**config.mk**
```make
export PLATFORM = sky130hd
export DESIGN_NAME = rally_sequencer
export DESIGN_NICKNAME = d
export VERILOG_FILES = /design/src/rtl/rally_sequencer.sv
export SDC_FILE = /design/constraint.sdc
export NUM_CORES = 1
export LEC_CHECK = 0
export CAP_MARGIN = 40
export CORE_MARGIN = 4
export CORE_UTILIZATION = 57
export DETAILED_ROUTE_END_ITERATION = 6
export HOLD_SLACK_MARGIN = 0.08
export PLACE_DENSITY_LB_ADDON = 0.2
export SETUP_SLACK_MARGIN = 0.3
export SLEW_MARGIN = 40
export SYNTH_ARGS = -nofsm -noshare
export SYNTH_HDL_FRONTEND = slang
export SYNTH_SLANG_ARGS = --single-unit
```
**constraint.sdc**
```tcl
create_clock -name clk -period 2.52 [get_ports clk]
set_clock_uncertainty 0.05 [all_clocks]
set_input_delay 0.252 -clock clk [delete_from_list [all_inputs] [get_ports clk]]
set_output_delay 0.252 -clock clk [all_outputs]
set_load 0.01 [all_outputs]
```
**src/rtl/rally_sequencer.sv**
```systemverilog
// Match round controller: IDLE/READY/SERVE/PLAY/POINT/CHECK/END with tick-based dwell timing and scoring.
// Scores/state are registered; point_pulse and freeze decode the current cycle. pause holds timing in active states.
module rally_sequencer #(
    parameter int TICK_DIV    = 1000000,
    parameter int READY_TICKS = 100,
    parameter int SERVE_TICKS = 50,
    parameter int POINT_TICKS = 50,
    parameter int WIN_SCORE   = 7,
    parameter int NET_X       = 160
) (
    input  logic        clk,
    input  logic        reset_n,
    input  logic        run_en,
    input  logic        pause,
    input  logic        floor_hit,
    input  logic [11:0] ball_x,
    output logic [1:0]  game_state,
    output logic        who_win,
    output logic        winner,
    output logic [3:0]  player_score,
    output logic [3:0]  computer_score,
    output logic        point_pulse,
    output logic        freeze
);
    localparam int PW = (TICK_DIV > 1) ? $clog2(TICK_DIV) : 1;
    localparam logic [PW-1:0] PRE_LAST   = PW'(TICK_DIV - 1);
    localparam logic [15:0]   READY_LAST = 16'(READY_TICKS - 1);
    localparam logic [15:0]   SERVE_LAST = 16'(SERVE_TICKS - 1);
    localparam logic [15:0]   POINT_LAST = 16'(POINT_TICKS - 1);
    localparam logic [31:0]   WIN        = 32'(WIN_SCORE);
    localparam logic [11:0]   NET        = 12'(NET_X);

    typedef enum logic [2:0] {
        S_IDLE, S_READY, S_SERVE, S_PLAY, S_POINT, S_CHECK, S_END
    } state_t;

    state_t        state, next_state;
    logic [PW-1:0] pre_cnt;
    logic [15:0]   tick_cnt;
    logic          tick, timed, pausable;
    logic          score_evt, win_set, win_val;

    assign tick     = (pre_cnt == PRE_LAST);
    assign timed    = (state == S_READY) || (state == S_SERVE) || (state == S_POINT);
    assign pausable = timed || (state == S_PLAY);

    always_ff @(posedge clk or negedge reset_n) begin
        if (!reset_n) begin
            state <= S_IDLE;
        end else begin
            state <= next_state;
        end
    end

    // run_en low wins over every other transition, including a same-cycle floor touch
    always_comb begin
        next_state = state;
        score_evt  = 1'b0;
        win_set    = 1'b0;
        win_val    = 1'b0;
        if (!run_en) begin
            next_state = S_IDLE;
        end else begin
            unique case (state)
                S_IDLE:  next_state = S_READY;
                S_READY: if (!pause && tick && tick_cnt == READY_LAST) next_state = S_SERVE;
                S_SERVE: if (!pause && tick && tick_cnt == SERVE_LAST) next_state = S_PLAY;
                S_PLAY: begin
                    if (!pause && floor_hit) begin
                        next_state = S_POINT;
                        score_evt  = 1'b1;
                    end
                end
                S_POINT: if (!pause && tick && tick_cnt == POINT_LAST) next_state = S_CHECK;
                S_CHECK: begin
                    if (32'(player_score) >= WIN) begin
                        win_set    = 1'b1;
                        next_state = S_END;
                    end else if (32'(computer_score) >= WIN) begin
                        win_set    = 1'b1;
                        win_val    = 1'b1;
                        next_state = S_END;
                    end else begin
                        next_state = S_SERVE;
                    end
                end
                S_END:   next_state = S_END;
                default: next_state = S_IDLE;
            endcase
        end
    end

    always_ff @(posedge clk or negedge reset_n) begin
        if (!reset_n) begin
            pre_cnt  <= '0;
            tick_cnt <= '0;
        end else if (next_state != state) begin
            pre_cnt  <= '0;
            tick_cnt <= '0;
        end else if (timed && !pause) begin
            if (tick) begin
                pre_cnt  <= '0;
                tick_cnt <= tick_cnt + 16'd1;
            end else begin
                pre_cnt <= pre_cnt + PW'(1);
            end
        end
    end

    always_ff @(posedge clk or negedge reset_n) begin
        if (!reset_n) begin
            player_score   <= 4'd0;
            computer_score <= 4'd0;
            who_win        <= 1'b0;
            winner         <= 1'b0;
        end else if (next_state == S_IDLE) begin
            player_score   <= 4'd0;
            computer_score <= 4'd0;
            who_win        <= 1'b0;
            winner         <= 1'b0;
        end else begin
            if (score_evt) begin
                if (ball_x >= NET) begin
                    if (computer_score != 4'hF) computer_score <= computer_score + 4'd1;
                    who_win <= 1'b1;
                end else begin
                    if (player_score != 4'hF) player_score <= player_score + 4'd1;
                    who_win <= 1'b0;
                end
            end
            if (win_set) winner <= win_val;
        end
    end

    always_comb begin
        game_state = 2'd0;
        unique case (state)
            S_IDLE, S_READY:  game_state = 2'd0;
            S_SERVE, S_POINT: game_state = 2'd1;
            S_PLAY, S_CHECK:  game_state = 2'd2;
            S_END:            game_state = 2'd3;
            default:          game_state = 2'd0;
        endcase
    end

    assign point_pulse = score_evt;
    assign freeze      = run_en && pause && pausable;

endmodule

```
==> impl_results.md, run 1 <==
- Max FO, Critical Path: 6
- Root buffer cell: clkbuf_8
- Largest net degree at the start of global routing: 37
- Status: finished clean
- # diodes: 0
- Post-Synthesis Cells: roughly 330
- Storage cell area: 1230 um2
- Grt total ovfl: 0
- Leak: 1.41 nW
- Fmax: 453 MHz
- Total Neg Setup Slack: 0 ns
- Fraction of layout cells with a size suffix above 1: 0.121
- Worst slew margin: 0.604
- Global-route wire length before repair: 11.0 mm
- Iter 0 DRT Violations: 133
- Core Box Area: 4850 um2
- Final hold violations: 0
- Final min period: 2.21 ns
- RePlAce Congestion: 0.820
- Crit. End Element: output port
- Clock buffer depth: 2
- CTS buffer count: 5
- Synth top area share: 0.419
- Top cells by area, synth: dfrtp_1 (42%), nor2_1 (5.0%), a21oi_1 (4.3%), nand2_1 (4.0%), xnor2_1 (3.6%)
- Die Wd: 79.6 um
- Worst IR drop on VDD: roughly 0.00045 V
- Port bufs: 25
- Die area: 6340 um2
- DR vias: ~2600
- DP Area: 3280 um2
- Post-Syn Area: 2930 um2
- Total track usage: 0.220
- Synth Warn #: 0
- Ys async rst share: 1.00
- RSZ-0062 raised after global routing: false
- Layout Nets: 385
- Arr. time, crit path: 1.91 ns
- Period utilisation layout: 0.877
- Top FF cell, synth: dfrtp_1
- Worst setup SP type: input pin
- # setup viols final: 0
- GR Util met3: 0.0542
- Met1 GRT Util: 0.270
- Reg2Reg Depth: 8
- Post-Syn Nets: 351
- Most Crowded Layer GR: met2
- Initial core utilization: 0.603
- Vias in the first global route: between 2000 and 2500
- FILL cells: 340
- Rows: 25
- Die Height: 79.6 um
- CTS tree: built
- Drt drc: 0
- Critical Path RT: 2.22 ns
- Synth cell types: 54
- CTS H-tree depth: 2
- Non-Filler Cell Area, Final: 3510 um2
- Post-synth EDFFs: 0
- Post-synth top area cell: dfrtp_1
- Seq cells post-synth: 49
- P&R area growth vs syn: 20.1%
- Commonest non-fill, non-tap cells in the layout: dfrtp_1 (46), nor2_1 (39), nand2_1 (31)
- Power Density: 426 nW/um2
- Hold Path Class: input pin to flop
- Drt via density: about 6
- Clk sinks: a little under 50
- CP Class: input pin to output port
- Antenna viol nets, final: 0
- IO Pins: 31
- Register area share after synthesis: 0.419
- Hold path depth: 2
- Max-cap violations: 0
- Drt total wl: a little under 7 mm
- Final Max Slew Viols: 0
- Global-route track usage on met2: 0.370
- Antenna violations before repair: 0
- Most common cell after layout, fill and taps aside: dfrtp_1
- Least-Margin Pin Slew: slightly below 0.6 ns
- Syn Area/Cell: a little under 9 um2
- Layout Utilization: 0.725
- DR pass1 iterations: 4
- Area of the multi-input gates: approximately 1600 um2
- Clk slew on worst S/H paths: 0.08 ns
- WL/cell: 15.8 um
- Worst-Skew Late Latency: 0.31 ns
- Post-DP HPWL: 4.63 mm
-- sequential cells by signal (all words and copies together) (netlist names) --
name	count
pre_cnt	20
tick_cnt	16
computer_score	4
player_score	4
state	3
who_win	1
winner	1
-- worst max-delay path, cell delays in order --
cell and delay [ns]:
clkdlybuf4s50_1 0.68, nand2_1 0.12, a211oi_1 0.26, clkdlybuf4s50_1 0.58
-- per-stage QoR --
step / hold slack (ns) / setup slack (ns) / power, mW / std cells
2_1_floorplan: -0.0936 / 0.557 / 0.861 / 329
4_1_cts: 0.445 / 0.291 / 1.50 / 427
3_5_place_dp: 0.247 / 0.160 / 0.916 / 418
5_1_grt: 0.372 / 0.209 / 1.55 / 431
3_3_place_gp: 0.233 / 0.245 / 0.914 / 418
6_report: 0.376 / 0.310 / 1.50 / 431
-- cell families after synthesis --
logic type,after synthesis,share of synthesized area
buf+inv,24,0.0398
compound gates,70,0.154
simple gates,159,0.299
xor+xnor,20,0.0599
fa+ha+maj,5,0.0214
mux,2,0.00684
flops,49,0.419
-- worst paths after layout --
| check | from | end | slack, ns |
|---|---|---|---|
| setup / recovery | pause | freeze | 0.31 |
| setup reg to reg | tick_cnt[1] | tick_cnt[15] | 0.44 |
| hold / removal | run_en | state[2] | 0.38 |
| max in group asynchronous | reset_n | state[1] | 1.44 |
| min in group asynchronous | reset_n | tick_cnt[0] | 0.43 |
| hold reg to reg | pre_cnt[18] | pre_cnt[18] | 0.45 |
-- where the power goes --
| part | switching (mW) | internal, mW | leakage (nW) | total, mW |
|---|---|---|---|---|
| clock network | 0.260 | 0.324 | 0.0585 | 0.584 |
| logic | 0.0706 | 0.0462 | 0.670 | 0.117 |
| registers | 0.00735 | 0.789 | 0.676 | 0.796 |
| total | 0.338 | 1.16 | 1.41 | 1.50 |
-- Yosys cell counts, drive strengths merged, types with 10 or more instances --
cell / count
nand3: 20
nor2: 40
nor3: 10
a21oi: 25
xnor2: 12
inv: 10
buf: 10
nand4: 11
nor4: 10
dfrtp: 49
o21ai: 15
nand2: 32
-- routing by layer --
layer  wire length, um  up-vias
met5                 0        -
met4                73        0
met3               463        7
met2              3300       88
met1              2990     1264
li1                  -     1272
-- what timing repair did --
item	in CTS	in global routing
hold buffers	1	0
buffers inserted	0	3
hold endpoints to repair	24	0
setup endpoints to repair	4	25
resized for setup	3	12
gates cloned	0	1
pin swaps	0	1
-- cell type report --
class,count,area share
Sequential cell,49,0.350
Clock buffer,7,0.0246
Multi-Input combinational cell,256,0.464
Clock inverter,1,0.00855
Tap cell,67,0.0239
Inverter,10,0.0107
Timing Repair Buffer,41,0.118
Note: power is estimated with default switching activity, not from simulation.
==> run 2: changes to the inputs <==
--- a/config.mk
+++ b/config.mk
@@ -6,11 +6,13 @@
 export NUM_CORES = 1
 export LEC_CHECK = 0
 export CAP_MARGIN = 40
-export CORE_MARGIN = 4
+export CORE_MARGIN = 2
 export CORE_UTILIZATION = 57
 export DETAILED_ROUTE_END_ITERATION = 6
 export HOLD_SLACK_MARGIN = 0.08
+export MAX_ROUTING_LAYER = met4
 export PLACE_DENSITY_LB_ADDON = 0.2
+export REMOVE_ABC_BUFFERS = 1
 export SETUP_SLACK_MARGIN = 0.3
 export SLEW_MARGIN = 40
 export SYNTH_ARGS = -nofsm -noshare
==> run 2 against run 1 <==
  * Worst hold slack lost 0.0087 ns
  * Combinational power shrank 7%
  * Register-to-register slack barely moved
  * Design area down 1.4%
  * Utilization decreased by 3.8 points
  * Critical endpoint is now point_pulse
  * Clock-buffer cell count shrank 1
  * Sequential cell count stayed put
  * Clock power increased by 2%
  * Die area down 9.8%
  * First-iteration DRC count is 5.3% lower
==> impl_results.md, run 2 (synthesis gave the netlist of run 1 again) <==
- Status: finished clean
- RR Endpoint: pre_cnt[16]
- Die area: 5720 um2
- IO Pins: 31
- FILL cells: 418
- Fmax: approximately 470 MHz
- Wire length on met1: 2.95 mm
- Worst slew margin: 0.579
- CP endpoint: point_pulse
- Critical Path RT: 2.22 ns
- Post-DP HPWL: 4.47 mm
- Iter 0 DRT Violations: about 130
- Top Registers: pre_cnt x20, tick_cnt x16
- Commonest non-fill, non-tap cells in the layout: dfrtp_1 (47), nor2_1 (39), nand2_1 (31)
- Layout Utilization: 0.687
- CTS H-tree depth: 2
- Clock buffer depth: 2
- Worst setup SP type: input pin
- Worst-Skew Late Latency: 0.31 ns
- Max reg flops: 20
- Most common cell after layout, fill and taps aside: dfrtp_1
- Layout Nets: 386
- Crit. End Element: output port
- Power Density: 432 nW/um2
- Antenna violations before repair: 0
- Arr. time, crit path: between 1.5 and 2 ns
- Metal2 WL: 3.25 mm
- Worst Slack Setup Final: 0.393 ns
- Hold Path Class: input pin to flop
- DR pass1 iterations: 4
- Clk slew on worst S/H paths: 0.08 ns
- Period utilisation layout: 0.844
- Clk sinks: 49
- Initial core utilization: 0.580
- CTS tree: built
- Port bufs: 25
- Drt total wl: approximately 6.7 mm
- Post-Place Worst Slack: between 0.15 and 0.2 ns
- Crit path cell chain: clkdlybuf4s50_1 > nor2b_4 > nand3_1 > inv_1 > clkdlybuf4s50_1
- Global-route wire length before repair: 10.8 mm
- Clock power share: 0.397
- Fraction of layout cells with a size suffix above 1: 0.115
- Total track usage: 0.256
- Hold slack: 0.367 ns
- Crit path from: pause
- Net Sw Frac: 0.231
- Final hold violations: 0
- Die Height: between 70 and 80 um
- Least-Margin Pin Slew: 0.631 ns
- Worst r2r src: state[0]
- CP max stage delay: ~0.59 ns
- DR vias: 2638
- Max-cap violations: 0
- Rows: 26
- Final min period: between 2 and 2.5 ns
- Largest net degree at the start of global routing: 50
- Antenna viol nets, final: 0
- Final Max Slew Viols: 0
- # setup viols final: 0
- Drt drc: 0
- Slowest CP cell: clkdlybuf4s50_1
- Reg2Reg Depth: 7
- Vias in the first global route: roughly 2400
- CTS buffer count: 5
- Reg with most FFs: pre_cnt
- Reg2reg setup slack: 0.45 ns
- Max FO, Critical Path: 6
- Drt via density: 6.06
- Met3 Wirelength: approximately 370 um
- Root buffer cell: clkbuf_8
- RePlAce Congestion: around 0.83
- P&R area growth vs syn: 18.4%
- Grt total ovfl: 0
- Leak: 1.37 nW
- Crit-path most repeated cell: clkdlybuf4s50_1
- RSZ-0062 raised after global routing: false
- Die Wd: between 70 and 80 um
- Max layer used: met4
- Area of the multi-input gates: 1600 um2
- # diodes: 0
- Worst IR drop on VDD: approximately 0.00035 V
- Core Box Area: 5040 um2
- Comb pwr share: 0.072
- CP Class: input pin to output port
- Reg power frac: 0.530
- Switching power: 347 uW
- Internal Pwr Total: 1.15 mW
- Total Neg Setup Slack: 0 ns
- WL/cell: 15.3 um
- Storage cell area: 1230 um2
-- run 2: power by group through the flow --
stage	sequential [mW]	combinational [mW]	clock [mW]
6_report	0.794	0.109	0.595
5_1_grt	0.795	0.121	0.632
4_1_cts	0.795	0.107	0.602
3_5_place_dp	0.810	0.105	0
3_3_place_gp	0.810	0.104	0
2_1_floorplan	0.810	0.0392	0
-- run 2: worst min-delay path by stage --
stage | from | end | cells after the start
after floorplan | reset_n | computer_score[0] | 0
after global placement | reset_n | state[2] | 2
after detailed placement | reset_n | state[2] | 2
after CTS | pre_cnt[18] | pre_cnt[18] | 1
after global routing | run_en | state[2] | 2
final | run_en | state[2] | 2
-- run 2: repair_timing --
item	CTS	global route
endpoints found under the setup margin	1	39
hold buffers	1	0
gates resized for setup	2	7
buffers inserted	0	4
endpoints found under the hold margin	49	0
pin swaps	0	1
-- run 2: metal layers --
layer | up-vias | GRT usage
met3 | 10 | 0.0489
met5 | - | -
met2 | 89 | 0.398
met4 | 0 | 0.0975
met1 | 1258 | 0.333
li1 | 1281 | -
-- run 2: layout make-up --
class | count | area share
Sequential cell | 49 | 0.355
Clock buffer | 6 | 0.0238
Multi-Input combinational cell | 256 | 0.461
Tap cell | 70 | 0.0253
Inverter | 10 | 0.0108
Timing Repair Buffer | 42 | 0.113
Clock inverter | 2 | 0.0108
-- run 2: worst max-delay path, delay by kind of cell --
kind,cells,cell delay [ns]
simple gates,2,0.37
buf+inv,3,1.19
-- run 2: metrics by stage --
stage / instance area [um2] / power, mW / cells
2_1_floorplan: 2850 / 0.849 / 315
3_3_place_gp: 3280 / 0.914 / 422
3_5_place_dp: 3280 / 0.915 / 422
4_1_cts: 3420 / 1.50 / 431
5_1_grt: 3460 / 1.55 / 435
6_report: 3460 / 1.50 / 435
==> run 3: changes to the inputs <==
==> constraint.sdc (replaced) <==
create_clock -name clk -period 2.2 [get_ports clk]
set_clock_uncertainty 0.05 [all_clocks]
set_input_delay 0.22 -clock clk [delete_from_list [all_inputs] [get_ports clk]]
set_output_delay 0.22 -clock clk [all_outputs]
set_load 0.01 [all_outputs]
==> run 3 against run 2 <==
  * The flow now finishes with violations (setup timing)
  * Power grew 16%
  * Sequential power grew 14%
  * Global-route usage rose by 6.2 points
  * Largest cell class unchanged
==> impl_results.md, run 3 (synthesis gave the netlist of run 1 again) <==
- Status: finished, violations left
- Failing checks: setup timing
- Clk sinks: 49
- Reg2reg setup slack: -0.03 ns
- Arr. time, crit path: 2.38 ns
- Final Max Slew Viols: 0
- Leak: 1.75 nW
- Die area: 5720 um2
- Crit path buffers/inverters: 1
- Reg2Reg Depth: 6
- Hold slack: 0.370 ns
- Clk slew on worst S/H paths: 0.10 ns
- DP Cell Count: 440
- # setup viols final: 2
- Die Wd: between 70 and 80 um
- RSZ-0062 raised after global routing: true
- Critical Path RT: approximately 2.4 ns
- Non-Filler Cell Area, Final: ~4200 um2
- Top Registers: pre_cnt x20, tick_cnt x16
- CTS buffer count: 5
- P&R area growth vs syn: 44.9%
- Vias in the first global route: 2714
- Total power: 1.73 mW
- DP Area: 3430 um2
- DR pass1 iterations: 5
- Most common cell after layout, fill and taps aside: buf_4
- Clock buffer depth: 2
- Post-Place Worst Slack: -0.0679 ns
- Fmax: 449 MHz
- Largest net degree at the start of global routing: 24
- Least-Margin Pin Slew: 0.532 ns
- Core Box Area: 5040 um2
- Initial core utilization: 0.580
- Fraction of layout cells with a size suffix above 1: 0.305
- Final min period: approximately 2.2 ns
- Antenna violations before repair: 0
- Drt drc: 0
- DR vias: ~3200
- Rows: 26
- Worst slew margin: 0.641
- Max reg flops: 20
- Reg with most FFs: pre_cnt
- Crit path cell chain: nor4b_4 > nand4_1 > buf_4 > nor4_1 > xnor2_1 > nor2_1
- Power Density: a little over 400 nW/um2
- Layout Nets: 435
- CP Class: flop to flop
- Worst-Skew Late Latency: 0.31 ns
- RR Endpoint: tick_cnt[3]
- Crit. End Element: flop
- Worst setup SP type: flop
- Layout Utilization: 0.841
- FILL cells: 266
- Root buffer cell: clkbuf_8
- Iter 0 DRT Violations: 430
- IO Pins: 31
- # diodes: 0
- Total track usage: 0.317
- Period utilisation layout: 1.01
- Commonest non-fill, non-tap cells in the layout: buf_4 (45), dfrtp_1 (41), nor2_1 (31), nand2_1 (31), a21oi_1 (22)
- CP delay by family, top: simple AND/OR/NAND/NOR gates
- CTS tree: built
- Worst IR drop on VDD: roughly 0.00043 V
- RePlAce Congestion: between 0.8 and 0.9
- Slowest CP cell: dfrtp_1
- Total Neg Setup Slack: -0.0437 ns
- Global-route wire length before repair: between 10 and 15 mm
- Grt total ovfl: 0
- Die Height: approximately 76 um
- Final hold violations: 0
- Post-DP HPWL: 4.82 mm
- Max-cap violations: 0
- CTS H-tree depth: 2
- Hold Path Class: input pin to asynchronous set/reset pin
- Fin cells: around 480
- Drt total wl: roughly 11 mm
- Worst r2r src: pre_cnt[6]
- Antenna viol nets, final: 0
- Drt via density: 6.64
- WL/cell: roughly 22 um
- Worst Slack Setup Final: -0.0293 ns
- Max FO, Critical Path: 5
- CP max stage delay: 0.45 ns
- Port bufs: 25
run 3: changes by cell type in the layout (fill, tap and decap cells not counted), sizes merged:
| cell | before | now |
|---|---|---|
| bufinv | 1 | 0 |
| dlygate4sd2 | 0 | 1 |
| buf | 17 | 65 |
| clkbuf | 6 | 7 |
| dlygate4sd1 | 0 | 1 |
| clkdlybuf4s50 | 22 | 19 |
| dlymetal6s2s | 2 | 3 |
run 3: worst max path at each step:
stage,to,depth (start not counted),from
6_report,tick_cnt[3],6,pre_cnt[6]
5_1_grt,tick_cnt[3],6,pre_cnt[6]
4_1_cts,point_pulse,6,pause
3_5_place_dp,tick_cnt[9],6,pause
3_3_place_gp,point_pulse,6,pause
2_1_floorplan,pre_cnt[0],7,tick_cnt[1]
run 3: repair_timing:
| item | CTS | global route |
|---|---|---|
| resized for setup | 28 | 52 |
| hold buffers | 1 | 0 |
| setup buffers | 10 | 18 |
| endpoints found under the setup margin | 42 | 44 |
| hold endpoints to repair | 18 | 0 |
| pin swaps | 1 | 18 |
| cloned | 6 | 1 |
run 3: power breakdown:
part           total [mW]  switching [mW]  internal, mW
logic               0.261           0.128         0.132
clock network       0.562           0.313         0.249
registers           0.909         0.00541         0.904
total                1.73           0.447          1.29
run 3: per-layer routing:
| metal | vias to the layer above | GRT usage | routed length (um) |
|---|---|---|---|
| met5 | - | - | 0 |
| met4 | 0 | 0.152 | 752 |
| met3 | 86 | 0.0489 | 1030 |
| met2 | 253 | 0.522 | 5030 |
| met1 | 1489 | 0.382 | 3790 |
| li1 | 1378 | - | - |
run 3: layout make-up:
type / count / area (um2) / area share
Clock buffer: 6 / 82.6 / 0.0195
Tap cell: 70 / 87.6 / 0.0207
Clock inverter: 1 / 7.51 / 0.00177
Timing Repair Buffer: 91 / 952 / 0.225
Inverter: 10 / 37.5 / 0.00885
Sequential cell: 49 / 1240 / 0.292
Multi-Input combinational cell: 256 / 1840 / 0.433
==> edit (config.mk and constraints of run 1) <==
Put a register stage on the output `freeze`, with the module's reset. The value now appears one clock later. The other outputs are not delayed to match. Comments in the files are not updated.
--- a/src/rtl/rally_sequencer.sv
+++ b/src/rtl/rally_sequencer.sv
@@ -144,7 +144,13 @@
     end
 
     assign point_pulse = score_evt;
-    assign freeze      = run_en && pause && pausable;
+    always_ff @(posedge clk or negedge reset_n) begin
+        if (!reset_n) begin
+            freeze <= '0;
+        end else begin
+            freeze <= run_en && pause && pausable;
+        end
+    end
 
 endmodule
 
Formal check against the unedited RTL: not equivalent (a bounded check fails within 4 cycles, from zero or initial values and one cycle with reset_n low).
==> edit against run 1 <==
  * Global-route usage barely moved
  * Critical endpoint is now point_pulse
  * Wire length fell by 4.4%
  * Largest power group unchanged
  * Final cell count fell by 0.46%
  * Sequential share of layout area rose by 1.2 points
  * Synthesized area rose by 0.86%
  * Fmax rose by 3.9%
  * Final area fell by 1.5%
  * Sequential cell count rose by 1
  * Total power fell by 1.0%
  * Setup slack improved by 0.083 ns
  * Hold slack improved by 0.043 ns
==> edit: results (changes against run 1) <==
| Metric | Value |
|---|---|
| Synth cell count leaders | `dfrtp_1, nor2_1, nand2_1, a21oi_1, nand3_1` |
| Sequential fraction of the synthesis area | `0.424 (+0.00493)` |
| Status | `finished clean` |
| Ratio of cells with drive above 1 in the final layout | `0.105 (-0.0159)` |
| Internal power | `1140 µW (-1.7%)` |
| Worst R2R End | `state[0]` |
| Met1 usage | `0.277 (+0.00639)` |
| Slew headroom | `0.608 (+0.00408)` |
| Total net switching power | `342 µW (+1.2%)` |
| RD Place Congestion | `0.887 (+8.2%)` |
| FF-to-FF Start | `pre_cnt[6]` |
| GR Util met3 | `0.0451 (-0.00903)` |
| CTS resizes | `2 (-1)` |
| First-pass GRT wire length | `11200 µm (+1.7%)` |
| DR WL/cell | `15.2 µm (-3.9%)` |
| GRT Overall Usage | `0.220 (about the same)` |
| Crit path largest cell delay | `0.53 ns (-0.15 ns)` |
| M1 wire length | `2920 µm (-2.4%)` |
| Post-DP HPWL | `4500 µm (-2.8%)` |
| Min-delay worst type | `in2async` |
| Layout Nets | `383 (-0.52%)` |
| Peak VDD IR | `453 µV (about the same)` |
| Syn Nets | `352 (+0.28%)` |
| Port buffer count | `25 (unchanged)` |
| Wire length on met3 | `361 µm (-22%)` |
| Largest cells by area after synthesis | `dfrtp_1, nor2_1, a21oi_1` |
| Number of global-route vias before repair | `2439 (-0.53%)` |
| Largest net degree at the start of global routing | `37 (unchanged)` |
| Maximum fanout along the worst path | `14 (+8)` |
| Worst reg2reg path depth | `5 (-3)` |
| Vias per inst | `6.10 (about the same)` |
-- edit: changes by cell type after synthesis --
cell,change
dfrtp_1,+1
-- edit: logic make-up after synthesis --
family	Yosys count	share of synthesized area
buffers and inverters	24	0.0394
XOR/XNOR	20	0.0594
AO/OA/AOI/OAI	70	0.153
multiplexers	2	0.00679
flip-flops	50	0.424
AND/OR/NAND/NOR	159	0.296
adder cells (fa/ha/maj)	5	0.0212
-- edit: area by class of cell --
| cell class | count | area, µm² |
|---|---|---|
| Fill cell | 379 | 1420 |
| Inverter | 10 | 37.5 |
| Multi-Input combinational cell | 256 | 1600 |
| Clock buffer | 5 | 68.8 |
| Tap cell | 67 | 83.8 |
| Sequential cell | 50 | 1250 |
| Clock inverter | 3 | 40.0 |
| Timing Repair Buffer | 38 | 374 |
-- edit: how the worst max path moves through the flow --
| stage | start | to |
|---|---|---|
| 2_1_floorplan | tick_cnt[1] | tick_cnt[1] |
| 3_3_place_gp | pause | tick_cnt[14] |
| 3_5_place_dp | pause | pre_cnt[13] |
| 4_1_cts | state[0] | game_state[1] |
| 5_1_grt | pre_cnt[6] | tick_cnt[14] |
| 6_report | state[2] | point_pulse |
-- edit: through the flow --
stage                     utilization  hold slack (ns)  std cells  setup WS (ns)  area (µm²)
after CTS                       0.705            0.437        429          0.343        3440
after global placement          0.679            0.238        420          0.177        3320
after global routing            0.709            0.470        429          0.262        3460
after detailed placement        0.679            0.243        420          0.163        3320
final                           0.709            0.419        429          0.394        3460
after floorplan                     -          -0.0936        330          0.557        2950
-- edit: power by group through the flow --
stage	logic [µW]	registers (µW)	clock network (µW)
after floorplan	52.0	826	0
after global routing	120	813	604
after CTS	108	812	574
after detailed placement	106	828	0
final	108	812	561
after global placement	105	828	0
